## src/rtl/adc_acq_sched.sv

```systemverilog
// Acquisition scheduler: a period timer starts frames that scan the enabled ADC
// channels through the SPI read core and present captured words on a valid/ready port.
module adc_acq_sched #(
  parameter int DATA_W = 32,
  parameter int NCH    = 4,
  parameter int CH_W   = 2,
  parameter int PER_W  = 16,
  parameter int SETTLE = 8,    // must be >= 1
  parameter int TOUT   = 4095
) (
  input  logic              clk_i,
  input  logic              rst_i,
  input  logic              en_i,
  input  logic              single_i,
  input  logic [PER_W-1:0]  period_i,
  input  logic [NCH-1:0]    ch_mask_i,
  input  logic              clr_i,
  output logic              strr_o,
  input  logic              eor_i,
  input  logic              done_i,
  input  logic [DATA_W-1:0] data_i,
  output logic [CH_W-1:0]   ch_o,
  output logic [DATA_W-1:0] sample_o,
  output logic [CH_W-1:0]   sample_ch_o,
  output logic              valid_o,
  input  logic              ready_i,
  output logic              busy_o,
  output logic              ovr_o,
  output logic              tout_o
);

  localparam int ST_W = (SETTLE > 1) ? $clog2(SETTLE) : 1;
  localparam int TO_W = $clog2(TOUT + 1);

  typedef enum logic [2:0] {
    S_IDLE, S_SELECT, S_SETTLE, S_START, S_WAIT_BUSY, S_WAIT_DONE, S_CAPTURE
  } state_t;

  state_t            state_q, state_d;
  logic [PER_W-1:0]  per_cnt_q;
  logic [NCH-1:0]    rem_q;
  logic [ST_W-1:0]   set_cnt_q;
  logic [TO_W-1:0]   to_cnt_q;
  logic [DATA_W-1:0] hold_q;
  logic              lock_q;
  logic [CH_W-1:0]   next_ch;
  logic              tick, timeout, capture, ovr_set;

  assign tick    = en_i && (per_cnt_q == '0);
  assign busy_o  = (state_q != S_IDLE);
  assign strr_o  = (state_q == S_START);
  assign capture = (state_q == S_CAPTURE);
  assign ovr_set = (tick && busy_o) || (capture && valid_o && !ready_i);

  // Frame timer: free-runs while enabled, so the first tick lands on the first enabled cycle.
  // NOTE: all sequential state uses non-blocking assignments so every flop sees pre-edge values.
  always_ff @(posedge clk_i or posedge rst_i) begin
    if (rst_i)       per_cnt_q <= '0;
    else if (!en_i)  per_cnt_q <= '0;
    else if (tick)   per_cnt_q <= period_i;
    else             per_cnt_q <= per_cnt_q - PER_W'(1);
  end

  always_comb begin
    next_ch = '0;
    for (int k = NCH - 1; k >= 0; k--)
      if (rem_q[k]) next_ch = CH_W'(k);
  end

  // NOTE: every signal written here gets a default first, so no latch can be inferred.
  always_comb begin
    state_d = state_q;
    timeout = 1'b0;
    case (state_q)
      S_IDLE:      if (tick && !lock_q && (ch_mask_i != '0)) state_d = S_SELECT;
      S_SELECT:    state_d = S_SETTLE;
      S_SETTLE:    if (set_cnt_q == '0) state_d = S_START;
      S_START:     state_d = S_WAIT_BUSY;
      S_WAIT_BUSY: begin
        if (!eor_i) state_d = S_WAIT_DONE;
        else if (to_cnt_q == TO_W'(TOUT)) begin
          timeout = 1'b1;
          state_d = S_IDLE;
        end
      end
      S_WAIT_DONE: begin
        if (done_i) state_d = S_CAPTURE;
        else if (to_cnt_q == TO_W'(TOUT)) begin
          timeout = 1'b1;
          state_d = S_IDLE;
        end
      end
      S_CAPTURE:   state_d = (en_i && (rem_q != '0)) ? S_SELECT : S_IDLE;
      default:     state_d = S_IDLE;
    endcase
  end

  always_ff @(posedge clk_i or posedge rst_i) begin
    if (rst_i) begin
      state_q   <= S_IDLE;
      rem_q     <= '0;
      ch_o      <= '0;
      set_cnt_q <= '0;
      to_cnt_q  <= '0;
      hold_q    <= '0;
      lock_q    <= 1'b0;
    end else begin
      state_q <= state_d;
      case (state_q)
        S_IDLE:   rem_q <= ch_mask_i;
        S_SELECT: begin
          ch_o          <= next_ch;
          rem_q[next_ch] <= 1'b0;
          set_cnt_q     <= ST_W'(SETTLE - 1);
        end
        S_SETTLE:    set_cnt_q <= set_cnt_q - ST_W'(1);
        S_START:     to_cnt_q  <= '0;
        S_WAIT_BUSY: to_cnt_q  <= to_cnt_q + TO_W'(1);
        S_WAIT_DONE: to_cnt_q  <= to_cnt_q + TO_W'(1);
        default:     ;
      endcase
      // data_i is only guaranteed alongside done_i, so hold it for CAPTURE
      if (state_q == S_WAIT_DONE && done_i) hold_q <= data_i;
      if (!en_i) lock_q <= 1'b0;
      else if (capture && state_d == S_IDLE && single_i) lock_q <= 1'b1;
    end
  end

  // Output register: a capture into a held, unaccepted word is dropped as overrun.
  always_ff @(posedge clk_i or posedge rst_i) begin
    if (rst_i) begin
      sample_o    <= '0;
      sample_ch_o <= '0;
      valid_o     <= 1'b0;
      ovr_o       <= 1'b0;
      tout_o      <= 1'b0;
    end else begin
      if (capture && (!valid_o || ready_i)) begin
        sample_o    <= hold_q;
        sample_ch_o <= ch_o;
        valid_o     <= 1'b1;
      end else if (valid_o && ready_i) begin
        valid_o <= 1'b0;
      end
      if (ovr_set)    ovr_o <= 1'b1;
      else if (clr_i) ovr_o <= 1'b0;
      if (timeout)    tout_o <= 1'b1;
      else if (clr_i) tout_o <= 1'b0;
    end
  end

endmodule
```

## config.mk

```make
export PLATFORM = sky130hd
export DESIGN_NAME = adc_acq_sched
export DESIGN_NICKNAME = d
export VERILOG_FILES = /design/src/rtl/adc_acq_sched.sv
export SDC_FILE = /design/constraint.sdc
export NUM_CORES = 1
export LEC_CHECK = 0
export ABC_AREA = 1
export CORE_MARGIN = 2
export CORE_UTILIZATION = 30
export CTS_CLUSTER_SIZE = 24
export DETAILED_ROUTE_END_ITERATION = 16
export DONT_BUFFER_PORTS = 1
export PLACE_DENSITY_LB_ADDON = 0.12
export SLEW_MARGIN = 20
export SYNTH_ARGS = -nofsm -noshare
export SYNTH_HDL_FRONTEND = slang
export SYNTH_SLANG_ARGS = --single-unit
```

## constraint.sdc

```tcl
create_clock -name clk_i -period 6.8 [get_ports clk_i]
set_input_delay 1.02 -clock clk_i [delete_from_list [all_inputs] [get_ports clk_i]]
set_output_delay 1.02 -clock clk_i [all_outputs]
set_load 0.02 [all_outputs]
```

-- Yosys cells after proc, flatten, opt, wreduce, memory -nomap -nowiden
Index checks and enable logic that the tools add are counted.
Widths: inputs -> output; s select.
- register bits after elaboration: 110
- output and inout port bits: 41
- logic and storage cells: 89
- add/sub/neg operators: 3
- order comparisons: 2
- equal/unequal tests: 8
- multiplexer cells: 29
- bitwise gates (word level): 2
- reduce and logical (&&, ||, !) cells: 32
- operator list (cell ; number):
    $mux 16 ; 2
    $pmux 12 s2 ; 1
    $pmux 3 s7 ; 1
    $logic_not 16->1 ; 1
    $sub 16x1->16 const B ; 1
    $mux 3 ; 5
    $logic_and 1x1->1 ; 13
    $add 12x1->12 const B ; 1
    $eq 12x12->1 const B ; 1
    $mux 1 ; 12
    $reduce_bool 2->1 ; 6
    $eq 3x3->1 const B ; 3
    $logic_not 3->1 ; 3
    $mux 2 ; 4
    $pmux 4 s2 ; 1
    $reduce_bool 4->1 ; 2
    $eq 3x2->1 const B ; 2
    $pmux 3 s2 ; 1
    $and 4x4->4 ; 1
    $not 4->4 ; 1
    $eq 3x1->1 const B ; 1
    $logic_not 1->1 ; 3
    $lt 2x3->1 const B ; 1
    $reduce_bool 3->1 ; 1
    7 further kinds ; 8

-- Depth between registers and ports, before layout
- word-level depth: 11
- depth in mapped cells: 9
- gate-level depth less buffers: 9

-- Worst setup path after synthesis
No wires, ideal clock.
- path kind: flip-flop to output port
- from: register state_q[2]
- to: output strr_o
- arrival time: 1041 ps
- data required time: 5780 ps
- slack: 4739 ps
- stages on the path, launching flop included: 2
- path through: dfrtp_1 -> nor3_1
- cells in the longest elaborated chain, start to end: 1
- RTL lines (what ; RTL line ; text):
    from (decl) ; 39 ; state_t state_q, state_d;
    from (signal assigned) ; 108 ; state_q <= state_d;
    $eq 3x2->1 ; 51 ; assign strr_o = (state_q == S_START);
    to (decl) ; 18 ; output logic strr_o,
Every way passes these cells.

-- Worst setup path after layout
Same ends and word-level chain as after synthesis.

==> flow_metrics.tcl <==
set metrics [dict create \
    critPathArrivalTime_ps 1600 \
    yosys_warnings 0 \
    netlist_area_um2 5020 \
    wire_per_inst_um 15.2 \
    drt_wl_total_um 11100 \
    cts_max_level 3 \
    die_w_um 133 \
    async_flop_share_pct 100 \
    seq_area_frac_synth_pct 54.8 \
    cpMaxStageDelayCell "nor3_1" \
    cts_tree "done" \
    worst_hold_path.endpoint "per_cnt_q[0]" \
    portBuffers 0 \
    critical-path-top-delay-family "simple AND/OR/NAND/NOR gates" \
    slowest_delay_ps 800 \
    final_layout_size_suffix_gt1_share_pct 13.7 \
    die_h_um 133 \
    rsz0062_at_grt "no" \
    end_kind "output pin" \
    critPathMaxFanout 7 \
    routed-via-count 3344 \
    r2r_cells 4 \
    power.internal_mw 1.42 \
    finalNetCount 571 \
    vias_per_cell 4.57 \
    clock_power_share_pct 23.9 \
    cts.path.max_buffers 2 \
    clk_pin_slew_ps 70 \
    critPathBufInv 0 \
    synth_largest_area_cell "dfrtp_1" \
    r2r-start "state_q[2]" \
    fin_skew_ps 9.63 \
    overflow 0 \
    antenna_cells 0 \
    grt_pass1_wl_um 18700 \
    synthFlopType "dfrtp_1" \
    syn_area_per_cell_um2 9.92 \
    cts_setup_buffers 0 \
    wl_met3_um 926 \
    numClockSinks 110 \
    drt-initial-drc-count 154 \
    core_area_um2 16500 \
    hold_depth 1 \
    p_per_area_nw_per_um2 419 \
    ys_types 39 \
    syn-instance-count 506 \
    gr-usage-all-layers_pct 13.3 \
    synth_edf_count 0 \
    status "completed" \
    num_rows 47 \
    wl_met2_um 4910 \
    ioPinCount 101 \
    fp.dieArea_um2 17800 \
    yosysMostFrequentCell "dfrtp_1" \
    reg2reg_setup_slack_ps 4780 \
    maxCapViolations 0 \
    path_cells "nor3_1" \
    maxSlewHeadroom_pct 36.0 \
    area_delta_synth_final_pct 9.92 \
    switching_share_pct 38.3 \
    setup_ws_ps 4180 \
    max-vdd-ir-drop_uv 144 \
    hold_class "flip-flop to flip-flop" \
    cts_hold_buf 0 \
    post-route-period-util_pct 38.6 \
    gp_congestion 0.736 \
    dpl.hpwl_um 7590 \
    power_frac_comb_pct 30.2 \
    start_kind "flip-flop" \
    grt_start_max_net_pins 62 \
    slew_violations 0 \
    required_ps 5780 \
    finalHoldViolCount 0 \
    finalSetupViolCount 0 \
    p_leak_nw 2.88 \
    ctsRootBufferMaster "clkbuf_16" \
    p_sw_mw 0.886 \
    top_layer_used "met4" \
    ctsResizeCount 0 \
    drc_errors 0 \
    antenna_found_initial 0 \
    clk_latency_ps 360 \
    grt_pass1_vias 3474 \
    wl_met1_um 5080 \
    preCtsSetupSlack_ps 4410 \
    ys_top_cells_by_area "dfrtp_1, mux2_4, nand2_1, inv_1, nor2_1" \
    firstDrtPassIters 6 \
    syn_nets 571 \
    ys_ff_latch 110 \
    synthTopCellsByCount "dfrtp_1, nand2_1, inv_1" \
    max_freq_ghz 0.381 \
    fin_crit_ps 2620 \
    hp-start "per_cnt_q[0]" \
    initial_core_util_pct 30.5 \
    yosysTopAreaCellShare_pct 54.8 \
    drtAntennaViolNets 0 \
    timing.rr.end "to_cnt_q[11]" \
    tightest_slew_ps 953 \
    power.sequential.fraction_pct 46.0 \
    cts_made_buffers 9 \
    worstSetupPathType "flip-flop to output pin" \
    final.setup.tns_ps 0 \
]
## power groups by stage
stage,combinational (mW),sequential [mW],clock (mW)
2_1_floorplan,0.585,1.03,0
6_report,0.697,1.06,0.551
3_3_place_gp,0.694,1.07,0
4_1_cts,0.708,1.06,0.579
3_5_place_dp,0.704,1.08,0
5_1_grt,0.822,1.09,0.604
## metrics by stage
step                      cells  area, um2  total power [mW]  hold slack, ps  util [%]
after floorplan             506       5020              1.62             426         -
after global placement      715       5210              1.77             449      31.7
after detailed placement    715       5210              1.78             455      31.7
after CTS                   731       5520              2.35             473      33.5
after global routing        731       5520              2.51             503      33.5
final                       731       5520              2.31             465      33.5
## worst max path at each step
stage | startpoint | end | depth (start not counted)
4_1_cts | state_q[2] | strr_o | 1
6_report | state_q[2] | strr_o | 1
3_3_place_gp | ready_i | sample_o[16] | 5
5_1_grt | state_q[2] | strr_o | 1
3_5_place_dp | rst_i | hold_q[16] | 2
2_1_floorplan | rst_i | ch_o[0] | 1
## cells by family (layout without fill, tap and decap cells)
group,count (synthesis),after routing,synth area share (%)
muxes,40,40,11.2
adders and majority gates,5,5,1.25
AOI/OAI and AO/OA,89,89,9.72
and+or+nand+nor,173,173,14.5
buffers and inverters,81,86,7.10
DFF,110,110,54.8
xor gates and xnor gates,8,8,1.40
## sequential cells by signal (all words and copies together), names as in the netlist
register     count
valid_o          1
per_cnt_q       16
ovr_o            1
lock_q           1
tout_o           1
set_cnt_q        3
state_q          3
sample_ch_o      2
to_cnt_q        12
rem_q            4
ch_o             2
hold_q          32
sample_o        32
## layer usage
layer	GRT usage, %	up-vias
met5	0	-
li1	-	1644
met4	4.55	0
met2	20.6	86
met1	17.0	1602
met3	5.33	12
## placed cells by master, fill, tap and decap left out, types with 3 or more instances in the layout
cell type	Yosys	final
a21oi_1	30	30
mux2_2	7	7
dfrtp_1	110	110
inv_2	3	3
inv_1	64	63
mux2_4	31	31
nor2_2	5	5
o21ai_1	6	6
ha_1	5	5
nand2_1	79	79
o21ai_0	35	35
nor2_1	57	57
nand3_1	18	18
xnor2_1	6	6
a31oi_1	3	3
clkbuf_16	0	9
nand4_1	5	5
o22ai_1	4	4
## layout make-up
| type | count | area (um2) |
|---|---|---|
| multi-input cells | 315 | 1910 |
| flip-flops and latches | 110 | 2750 |
| fillers | 1720 | 10900 |
| inverters | 68 | 258 |
| clock buffers | 11 | 243 |
| clock inverters | 5 | 63.8 |
| repair buffers | 2 | 15.0 |
| well taps | 220 | 275 |
Note: power is estimated with default switching activity, not from simulation.
==> edit, RTL diff (same settings) <==
Re-encode `state_t` (7 states) as Gray code, 3 bits wide.
--- a/src/rtl/adc_acq_sched.sv
+++ b/src/rtl/adc_acq_sched.sv
@@ -34,5 +34,5 @@
 
   typedef enum logic [2:0] {
-    S_IDLE, S_SELECT, S_SETTLE, S_START, S_WAIT_BUSY, S_WAIT_DONE, S_CAPTURE
+    S_IDLE = 3'b000, S_SELECT = 3'b001, S_SETTLE = 3'b011, S_START = 3'b010, S_WAIT_BUSY = 3'b110, S_WAIT_DONE = 3'b111, S_CAPTURE = 3'b101
   } state_t;
 
Formal check against the unedited RTL: same outputs for any inputs over 10 cycles, from zero or initial values and one cycle with rst_i high; not proved beyond that.
==> edit against the unedited design <==
- clock power increased by 6.4%
- cell area down 1.1%
- area after synthesis decreased by 1.7%
- routed wire length is 0.19% lower
- power up 7.8%
- sequential cell count unchanged
- sequential share of layout area increased by 0.56 points
- setup slack better by 0.19 ns
==> edit: results (changes against the unedited design) <==
top cells by area, synth=dfrtp_1 (56%), nand2_1 (10%), inv_1 (5.2%), mux2_1 (4.3%), o21ai_1 (4.0%); critical path capture point=busy_o; sequential share of cell area=50.4% (+0.56 points); vias in the first global route=3,550 (+2.2%); total routed wirelength=11,100 microns (-0.19%); slack of the worst reg-to-reg path=4.68 ns (-0.10 ns); hold_ws=0.445 ns (-0.0201 ns); share of cells above drive strength 1=7.97% (-5.7 points); leakage=2.70 nW (-6.2%); M1 wire length=5320 microns (+4.7%); largest net degree at the start of global routing=71 (+15%); top post-synthesis cells by count=nand2_1 (138), dfrtp_1 (110), inv_1 (68); First-pass DRT Iterations=4 (-2); status=completed; GR Util met3=4.50% (-0.83 points); Multi-input gate area=1800 sq um (-6.0%); CP startpoint=state_q[1]$_DFF_PP0_; metal3 WL=803 microns (-13%); critical path's largest stage delay=0.49 ns (-0.31 ns); sequential share of power=48.0% (+2.0 points); pre-CTS worst setup slack=4.29 ns (-0.119 ns); DR iter-0 viols=150 (-2.6%); Post-DP HPWL=7650 microns (+0.82%); minimum clock period=2.43 ns (-0.192 ns); first-pass GRT wire length=18,600 microns (-0.26%); CP arrival=1.41 ns (-0.19 ns); clock power share=23.5% (-0.4 points); Mean Syn Cell Area=8.94 sq um (-9.9%)
[edit: cell types whose count changed after synthesis, moves of 7 or more]
| cell | before | now |
|---|---|---|
| nand2_1 | 79 | 138 |
| o21ai_1 | 6 | 39 |
| mux2_4 | 31 | 0 |
| nor2_1 | 57 | 30 |
| mux2_1 | 0 | 19 |
| a21oi_1 | 30 | 14 |
| o21ai_0 | 35 | 23 |
| nand3_1 | 18 | 29 |
| inv_2 | 3 | 10 |
| mux2_2 | 7 | 0 |
[edit: kinds of logic after synthesis]
kind of cell | after synthesis | synth area share, %
XOR/XNOR | 5 | 0.887
adder cells (fa/ha/maj) | 5 | 1.27
AND/OR/NAND/NOR | 222 | 19.2
buffers and inverters | 96 | 7.98
AO/OA/AOI/OAI | 95 | 10.6
flip-flops | 110 | 55.8
multiplexers | 19 | 4.33
